==> src/rtl/shared_lifo_controller_if.sv <==
// Bus bundle between the stack clients, the LIFO controller and the shared RAM.
//
// Client side : full, empty, clear, write_data/valid/ready, pop_valid/ready,
//               response_valid/data/channel
// Memory side : memory_enable, memory_write_enable, memory_address,
//               memory_write_data, memory_read_data (combinational read)
//
// Modports:
//   slave  - the controller (answers client requests, drives the RAM)
//   master - the clients plus the RAM model
interface shared_lifo_controller_if #(
  parameter int WIDTH    = 8,
  parameter int DEPTH    = 4,
  parameter int CHANNELS = 2
);
  localparam int ADDRESS_WIDTH = $clog2(CHANNELS * DEPTH);
  localparam int CHANNEL_WIDTH = $clog2(CHANNELS);

  logic [CHANNELS-1:0]        full;
  logic [CHANNELS-1:0]        empty;
  logic [CHANNELS-1:0]        clear;
  logic [CHANNELS*WIDTH-1:0]  write_data;
  logic [CHANNELS-1:0]        write_valid;
  logic [CHANNELS-1:0]        write_ready;
  logic [CHANNELS-1:0]        pop_valid;
  logic [CHANNELS-1:0]        pop_ready;
  logic                       response_valid;
  logic [WIDTH-1:0]           response_data;
  logic [CHANNEL_WIDTH-1:0]   response_channel;
  logic                       memory_enable;
  logic                       memory_write_enable;
  logic [ADDRESS_WIDTH-1:0]   memory_address;
  logic [WIDTH-1:0]           memory_write_data;
  logic [WIDTH-1:0]           memory_read_data;

  modport slave (
    input  clear, write_data, write_valid, pop_valid, memory_read_data,
    output full, empty, write_ready, pop_ready,
           response_valid, response_data, response_channel,
           memory_enable, memory_write_enable, memory_address, memory_write_data
  );

  modport master (
    output clear, write_data, write_valid, pop_valid, memory_read_data,
    input  full, empty, write_ready, pop_ready,
           response_valid, response_data, response_channel,
           memory_enable, memory_write_enable, memory_address, memory_write_data
  );
endinterface

==> src/rtl/shared_lifo_controller.sv <==
// Multi-channel LIFO controller. One single-port RAM of CHANNELS*DEPTH words
// is split into CHANNELS stacks of DEPTH words; channel i owns addresses
// [i*DEPTH, i*DEPTH+DEPTH-1]. Requests are arbitrated round-robin, one RAM
// access per cycle; popped words come back one cycle later on a registered
// response port tagged with the channel index.
//
// Ports:
//   clock  - rising-edge clock
//   reset  - asynchronous, active-high reset
//   bus    - client handshakes, status flags, response port and RAM bus
//            (see shared_lifo_controller_if, slave modport)
module shared_lifo_controller #(
  parameter int WIDTH    = 8,
  parameter int DEPTH    = 4,
  parameter int CHANNELS = 2
) (
  input  logic                    clock,
  input  logic                    reset,
  shared_lifo_controller_if.slave bus
);
  localparam int ADDRESS_WIDTH = $clog2(CHANNELS * DEPTH);
  localparam int COUNT_WIDTH   = $clog2(DEPTH + 1);
  localparam int CHANNEL_WIDTH = $clog2(CHANNELS);

  localparam logic [COUNT_WIDTH-1:0]   COUNT_FULL   = COUNT_WIDTH'(DEPTH);
  localparam logic [CHANNEL_WIDTH-1:0] CHANNEL_LAST = CHANNEL_WIDTH'(CHANNELS - 1);

  logic [COUNT_WIDTH-1:0]   count [CHANNELS];
  logic [CHANNEL_WIDTH-1:0] pointer;

  logic [CHANNELS-1:0]      empty;
  logic [CHANNELS-1:0]      full;
  logic [CHANNELS-1:0]      eligible;

  logic                     granted;
  logic                     grant_pop;
  logic [CHANNEL_WIDTH-1:0] grant;
  logic [COUNT_WIDTH-1:0]   grant_count;
  logic [WIDTH-1:0]         grant_data;

  logic [CHANNELS-1:0]      push_hit;
  logic [CHANNELS-1:0]      pop_hit;
  logic                     memory_enable;
  logic                     memory_write_enable;
  logic [ADDRESS_WIDTH-1:0] memory_address;
  logic [ADDRESS_WIDTH-1:0] channel_base;
  logic [WIDTH-1:0]         memory_write_data;

  logic                     response_valid;
  logic [WIDTH-1:0]         response_data;
  logic [CHANNEL_WIDTH-1:0] response_channel;

  // Flags decode straight from the registered counts; a cleared channel
  // drops out of arbitration for the cycle in which clear is high.
  always_comb begin
    empty    = '0;
    full     = '0;
    eligible = '0;
    for (int i = 0; i < CHANNELS; i++) begin
      empty[i]    = (count[i] == '0);
      full[i]     = (count[i] == COUNT_FULL);
      eligible[i] = ~bus.clear[i] &
                    ((bus.pop_valid[i] & ~empty[i]) | (bus.write_valid[i] & ~full[i]));
    end
  end

  // Round-robin search starting at the pointer. The wrap is done by a
  // compare-and-subtract so non-power-of-two channel counts work.
  always_comb begin
    int idx;
    idx         = 0;
    granted     = 1'b0;
    grant_pop   = 1'b0;
    grant       = '0;
    grant_count = '0;
    grant_data  = '0;
    for (int k = 0; k < CHANNELS; k++) begin
      idx = int'(pointer) + k;
      if (idx >= CHANNELS) idx = idx - CHANNELS;
      if (!granted && eligible[idx]) begin
        granted     = 1'b1;
        grant       = CHANNEL_WIDTH'(idx);
        grant_count = count[idx];
        grant_data  = bus.write_data[idx*WIDTH +: WIDTH];
        // Pop wins over push inside the granted channel.
        grant_pop   = bus.pop_valid[idx] & ~empty[idx];
      end
    end
  end

  // RAM access and handshake decode for the single granted operation.
  always_comb begin
    push_hit            = '0;
    pop_hit             = '0;
    memory_enable       = 1'b0;
    memory_write_enable = 1'b0;
    memory_address      = '0;
    memory_write_data   = '0;
    channel_base        = ADDRESS_WIDTH'(grant) * ADDRESS_WIDTH'(DEPTH);
    if (granted) begin
      memory_enable = 1'b1;
      if (grant_pop) begin
        pop_hit[grant] = 1'b1;
        // Top of stack sits one below the count.
        memory_address = channel_base + ADDRESS_WIDTH'(grant_count) - ADDRESS_WIDTH'(1);
      end else begin
        push_hit[grant]     = 1'b1;
        memory_write_enable = 1'b1;
        memory_address      = channel_base + ADDRESS_WIDTH'(grant_count);
        memory_write_data   = grant_data;
      end
    end
  end

  always_ff @(posedge clock or posedge reset) begin
    if (reset) begin
      for (int i = 0; i < CHANNELS; i++) count[i] <= '0;
    end else begin
      for (int i = 0; i < CHANNELS; i++) begin
        if (bus.clear[i])
          count[i] <= '0;
        else if (push_hit[i])
          count[i] <= count[i] + COUNT_WIDTH'(1);
        else if (pop_hit[i])
          count[i] <= count[i] - COUNT_WIDTH'(1);
      end
    end
  end

  always_ff @(posedge clock or posedge reset) begin
    if (reset) begin
      pointer <= '0;
    end else if (granted) begin
      pointer <= (grant == CHANNEL_LAST) ? '0 : grant + CHANNEL_WIDTH'(1);
    end
  end

  // Read data is combinational from the RAM, so it is captured in the same
  // cycle as the pop handshake and presented one cycle later.
  always_ff @(posedge clock or posedge reset) begin
    if (reset) begin
      response_valid   <= 1'b0;
      response_data    <= '0;
      response_channel <= '0;
    end else begin
      response_valid <= granted & grant_pop;
      if (granted && grant_pop) begin
        response_data    <= bus.memory_read_data;
        response_channel <= grant;
      end
    end
  end

  assign bus.full                = full;
  assign bus.empty               = empty;
  assign bus.write_ready         = push_hit;
  assign bus.pop_ready           = pop_hit;
  assign bus.memory_enable       = memory_enable;
  assign bus.memory_write_enable = memory_write_enable;
  assign bus.memory_address      = memory_address;
  assign bus.memory_write_data   = memory_write_data;
  assign bus.response_valid      = response_valid;
  assign bus.response_data       = response_data;
  assign bus.response_channel    = response_channel;

endmodule
==> src/flat_wrapper.sv <==
// flat-port wrapper written by rule: the top's interface ports become plain ports
module shared_lifo_controller_flat 
#(
  parameter int WIDTH    = 8,
  parameter int DEPTH    = 4,
  parameter int CHANNELS = 2
)
  (clock, reset, bus_clear, bus_write_data, bus_write_valid, bus_pop_valid, bus_memory_read_data, bus_full, bus_empty, bus_write_ready, bus_pop_ready, bus_response_valid, bus_response_data, bus_response_channel, bus_memory_enable, bus_memory_write_enable, bus_memory_address, bus_memory_write_data);
  shared_lifo_controller_if #(.WIDTH(WIDTH), .DEPTH(DEPTH), .CHANNELS(CHANNELS)) bus_i ();
  input  logic clock;
  input  logic reset;
  input wire logic [$bits(bus_i.clear)-1:0] bus_clear;
  input wire logic [$bits(bus_i.write_data)-1:0] bus_write_data;
  input wire logic [$bits(bus_i.write_valid)-1:0] bus_write_valid;
  input wire logic [$bits(bus_i.pop_valid)-1:0] bus_pop_valid;
  input wire logic [$bits(bus_i.memory_read_data)-1:0] bus_memory_read_data;
  output wire logic [$bits(bus_i.full)-1:0] bus_full;
  output wire logic [$bits(bus_i.empty)-1:0] bus_empty;
  output wire logic [$bits(bus_i.write_ready)-1:0] bus_write_ready;
  output wire logic [$bits(bus_i.pop_ready)-1:0] bus_pop_ready;
  output wire logic [$bits(bus_i.response_valid)-1:0] bus_response_valid;
  output wire logic [$bits(bus_i.response_data)-1:0] bus_response_data;
  output wire logic [$bits(bus_i.response_channel)-1:0] bus_response_channel;
  output wire logic [$bits(bus_i.memory_enable)-1:0] bus_memory_enable;
  output wire logic [$bits(bus_i.memory_write_enable)-1:0] bus_memory_write_enable;
  output wire logic [$bits(bus_i.memory_address)-1:0] bus_memory_address;
  output wire logic [$bits(bus_i.memory_write_data)-1:0] bus_memory_write_data;
  assign bus_i.clear = bus_clear;
  assign bus_i.write_data = bus_write_data;
  assign bus_i.write_valid = bus_write_valid;
  assign bus_i.pop_valid = bus_pop_valid;
  assign bus_i.memory_read_data = bus_memory_read_data;
  assign bus_full = bus_i.full;
  assign bus_empty = bus_i.empty;
  assign bus_write_ready = bus_i.write_ready;
  assign bus_pop_ready = bus_i.pop_ready;
  assign bus_response_valid = bus_i.response_valid;
  assign bus_response_data = bus_i.response_data;
  assign bus_response_channel = bus_i.response_channel;
  assign bus_memory_enable = bus_i.memory_enable;
  assign bus_memory_write_enable = bus_i.memory_write_enable;
  assign bus_memory_address = bus_i.memory_address;
  assign bus_memory_write_data = bus_i.memory_write_data;
  shared_lifo_controller #(.WIDTH(WIDTH), .DEPTH(DEPTH), .CHANNELS(CHANNELS)) u_core (.clock(clock), .reset(reset), .bus(bus_i));
endmodule
==> config.mk <==
export PLATFORM = sky130hd
export DESIGN_NAME = shared_lifo_controller_flat
export DESIGN_NICKNAME = d
export VERILOG_FILES = /design/src/rtl/shared_lifo_controller_if.sv /design/src/rtl/shared_lifo_controller.sv /design/src/flat_wrapper.sv
export SDC_FILE = /design/constraint.sdc
export NUM_CORES = 1
export LEC_CHECK = 0
export BUFFER_PORTS_ARGS = -buffer_cell sky130_fd_sc_hd__clkbuf_2
export CORE_MARGIN = 2
export CORE_UTILIZATION = 48
export CTS_CLUSTER_SIZE = 28
export DETAILED_ROUTE_END_ITERATION = 7
export PLACE_DENSITY = 0.87
export SETUP_SLACK_MARGIN = 0.1
export SLEW_MARGIN = 0
export SYNTH_ARGS = -nofsm -noshare
export SYNTH_HDL_FRONTEND = slang
export SYNTH_SLANG_ARGS = --single-unit
==> constraint.sdc <==
create_clock -name clock -period 6.42 [get_ports clock]
set_input_delay 0.963 -clock clock [delete_from_list [all_inputs] [get_ports clock]]
set_output_delay 0.963 -clock clock [all_outputs]
set_load 0.03 [all_outputs]
==> impl_results.md <==
* Vias per std cell at ~5.4
* Fin. max-slew vios at 0
* RSZ-0062 raised after global routing: no
* Mapped Cells at between 100 and 150
* Vias in the first global route at 1020
* CP max stage cell: o21a_1
* Hold WC Path Type: flop to flop
* Leak at 0.752 nW
* Seq/Total Area, Yosys at a little over a third
* Setup crit start kind: input port
* Fill cell count at approximately 210
* Largest area contributor in the netlist: dfrtp_1
* Switching pwr at 386 µW
* Max FO, Critical Path at 17
* WHS Path Cells at 1
* Routed WL per cell at roughly 14 µm
* Largest cells by area after synthesis: dfrtp_1, mux2_2, a22oi_1
* CP dominant cell by count: clkbuf_2
* CP Capture Type: primary output
* Initial antenna violation count at 0
* Synth Register Bits at 17
* Crit path buffers/inverters at 2
* Slew headroom at a little under half
* PwrDens at between 400 and 500 nW/µm²
* Switch share at between 50% and 60%
* Die Span Y at roughly 54 µm
* Cell row count at 18
* Synthesis Warnings at 0
* Initial DRC count at 24
* Final Skew at 0.00232 ns
* Cts repair resizes at 0
* Inserted Diodes at 0
* CTS tree: yes
* Post-route ant nets at 0
* DR DRC count at 0
* Max_cap viols at 0
* Layout cells sized above 1 at 50.6%
* Reg2reg setup slack at 3.52 ns
* Total CTS buffers at 3
* Synth top cells by count: dfrtp_1, nor2_1, inv_1, mux2_2, a22oi_1
* Post-synth top area share at a little over a third
* RePlAce Congestion at 0.782
* Req. time, crit path at approximately 5.5 ns
* Post-cts hold buffer count at 0
* Fin. Hold Viols at 0
* Crit path from: bus_pop_valid[1]
* Dpl hpwl at 2380 µm
* Post-synth ARST share at 100%
* Largest net degree at the start of global routing at 18
* Clock power share at between 7 and 8%
* Reg clk slew, reported paths at roughly 0.090 ns
* Post-route minimum period at around 4.1 ns
* VDD IR max at 283 µV
* Die Wd at between 50 and 60 µm
* Post-synth EDFFs at 0
* Total number of vias at 1089
* First-pass GRT wire length at about 4300 µm
* CP Class: input port to primary output
* Die area at a little under 3000 µm²
* R2R Path End: u_core.count[2]
* Cell with the most instances after synthesis: dfrtp_1
* Number of distinct library cells after synthesis at ~40
* Internal power at between 300 and 400 µW
* Deepest level of the CTS H-tree at 1
* Overall Global Routing Usage at about a fifth
* Netlist Area Pre-Place at 1180 µm²
* Setup violators final at 0
* Worst-Margin Slew at 0.783 ns
* I/O pin total at between 60 and 70
* Post-CTS setup buffer count at 0
* Final nets at between 200 and 250
* Max stage delay on crit path at approximately 0.58 ns
* Post-synth net total at around 150
* Final setup TNS at 0 ns
* Top Family by Delay on Critical Path: compound AO/OA/AOI/OAI gates
* First-pass DRT Iterations at 4
* Sequential Power Share at 28.5%
* Worst EP arrival at between 3 and 4 ns
* Fmax at between 200 and 250 MHz
* Starting density of the core at between 40% and 50%
* Cell Chain, Critical Path: clkbuf_2 > nor4b_4 > nor4_4 > o21a_1 > a22oi_1 > ha_1 > o21ai_0 > xnor2_1 > clkbuf_2
* Core Box Area at about 2400 µm²
* CTS sink cnt at 17
* Post-synth top flop: dfrtp_1
* Area growth from synthesis to layout at 28.0%
* Overflow after GRT at 0
* Port Buffers at 62
* RR Startpoint: u_core.count[5]
* Status: finished, final reports clean
* Period utilization at 64.4%
* Total wire length at 2880 µm
* Comb power frac at about 64%
* Syn Area/Cell at approximately 11 µm²
* Worst skew pair latency at between 0.2 and 0.3 ns
* Hold EP: u_core.bus.response_data[6]
* Hold path startpoint: u_core.bus.response_data[6]
* Worst hold slack at a little over 0.5 ns
* Clock Tree Root: clkbuf_4
* Clock Tree Buf Depth at 2
* R2R cell count at 8
-- cells in the final DEF (no fill, tap or decap), types with 2 or more instances in the layout --
cell type  instances
mux2_2            10
a22oi_1            9
clkbuf_2          62
nor3_1             4
and2_1             2
mux2i_1            2
nand2b_1           3
o21ai_0            3
inv_1             10
nor2_1            16
dfrtp_1           17
xor2_1             2
clkbuf_4           3
fa_1               2
-- per-layer routing --
layer	track usage [%]	wire, µm
met4	9.40	44
met2	39.2	1470
met3	2.78	250
met5	0	0
met1	22.8	1110
-- per-stage QoR --
step | power (mW) | std cells | setup slack, ns | util (%) | cell area, µm²
floorplan | 0.565 | 111 | 2.68 | - | 1180
global placement | 0.661 | 198 | 2.38 | 61.8 | 1490
detailed placement | 0.680 | 198 | 2.26 | 61.8 | 1490
CTS | 0.736 | 202 | 2.26 | 62.9 | 1520
global route | 0.776 | 202 | 2.07 | 62.9 | 1520
finish | 0.728 | 202 | 2.29 | 62.9 | 1520
-- worst max path at each step --
stage	endpoint	slack (ns)	cells past startpoint
2_1_floorplan	bus_memory_address[2]	2.68	8
3_3_place_gp	bus_memory_address[1]	2.38	8
3_5_place_dp	bus_memory_address[2]	2.26	9
4_1_cts	bus_memory_address[2]	2.26	9
5_1_grt	bus_memory_address[2]	2.07	9
6_report	bus_memory_address[2]	2.29	9
-- final cells by class --
class	count	area (µm²)	area share [%]
multi-input combinational	79	678	44.7
timing repair buffer	62	310	20.5
tap	30	37.5	2.48
sequential	17	425	28.1
clock inverter	1	5.00	0.330
clock buffer	3	22.5	1.49
inverter	10	37.5	2.48
-- registers in the layout, summed over array words and instances (netlist names) --
signal,cells
u_core.bus.response_valid,1
u_core.count,6
u_core.bus.response_channel,1
u_core.pointer,1
u_core.bus.response_data,8
-- kinds of logic (layout without fill, tap and decap cells) --
group	Yosys count	count (layout)	share of synthesized area [%]
DFF	17	17	35.9
xor gates and xnor gates	3	3	2.22
muxes	12	12	11.2
buffers and inverters	15	76	6.86
AOI/OAI and AO/OA	28	28	22.1
adders and majority gates	3	3	4.44
and+or+nand+nor	33	33	17.3
-- power by group through the flow --
stage	clock network (mW)	registers [mW]	logic [mW]
4_1_cts	0.0576	0.208	0.471
5_1_grt	0.0604	0.214	0.502
3_3_place_gp	0	0.204	0.457
3_5_place_dp	0	0.210	0.470
6_report	0.0536	0.208	0.466
2_1_floorplan	0	0.255	0.310
Note: power is estimated with default switching activity, not from simulation.
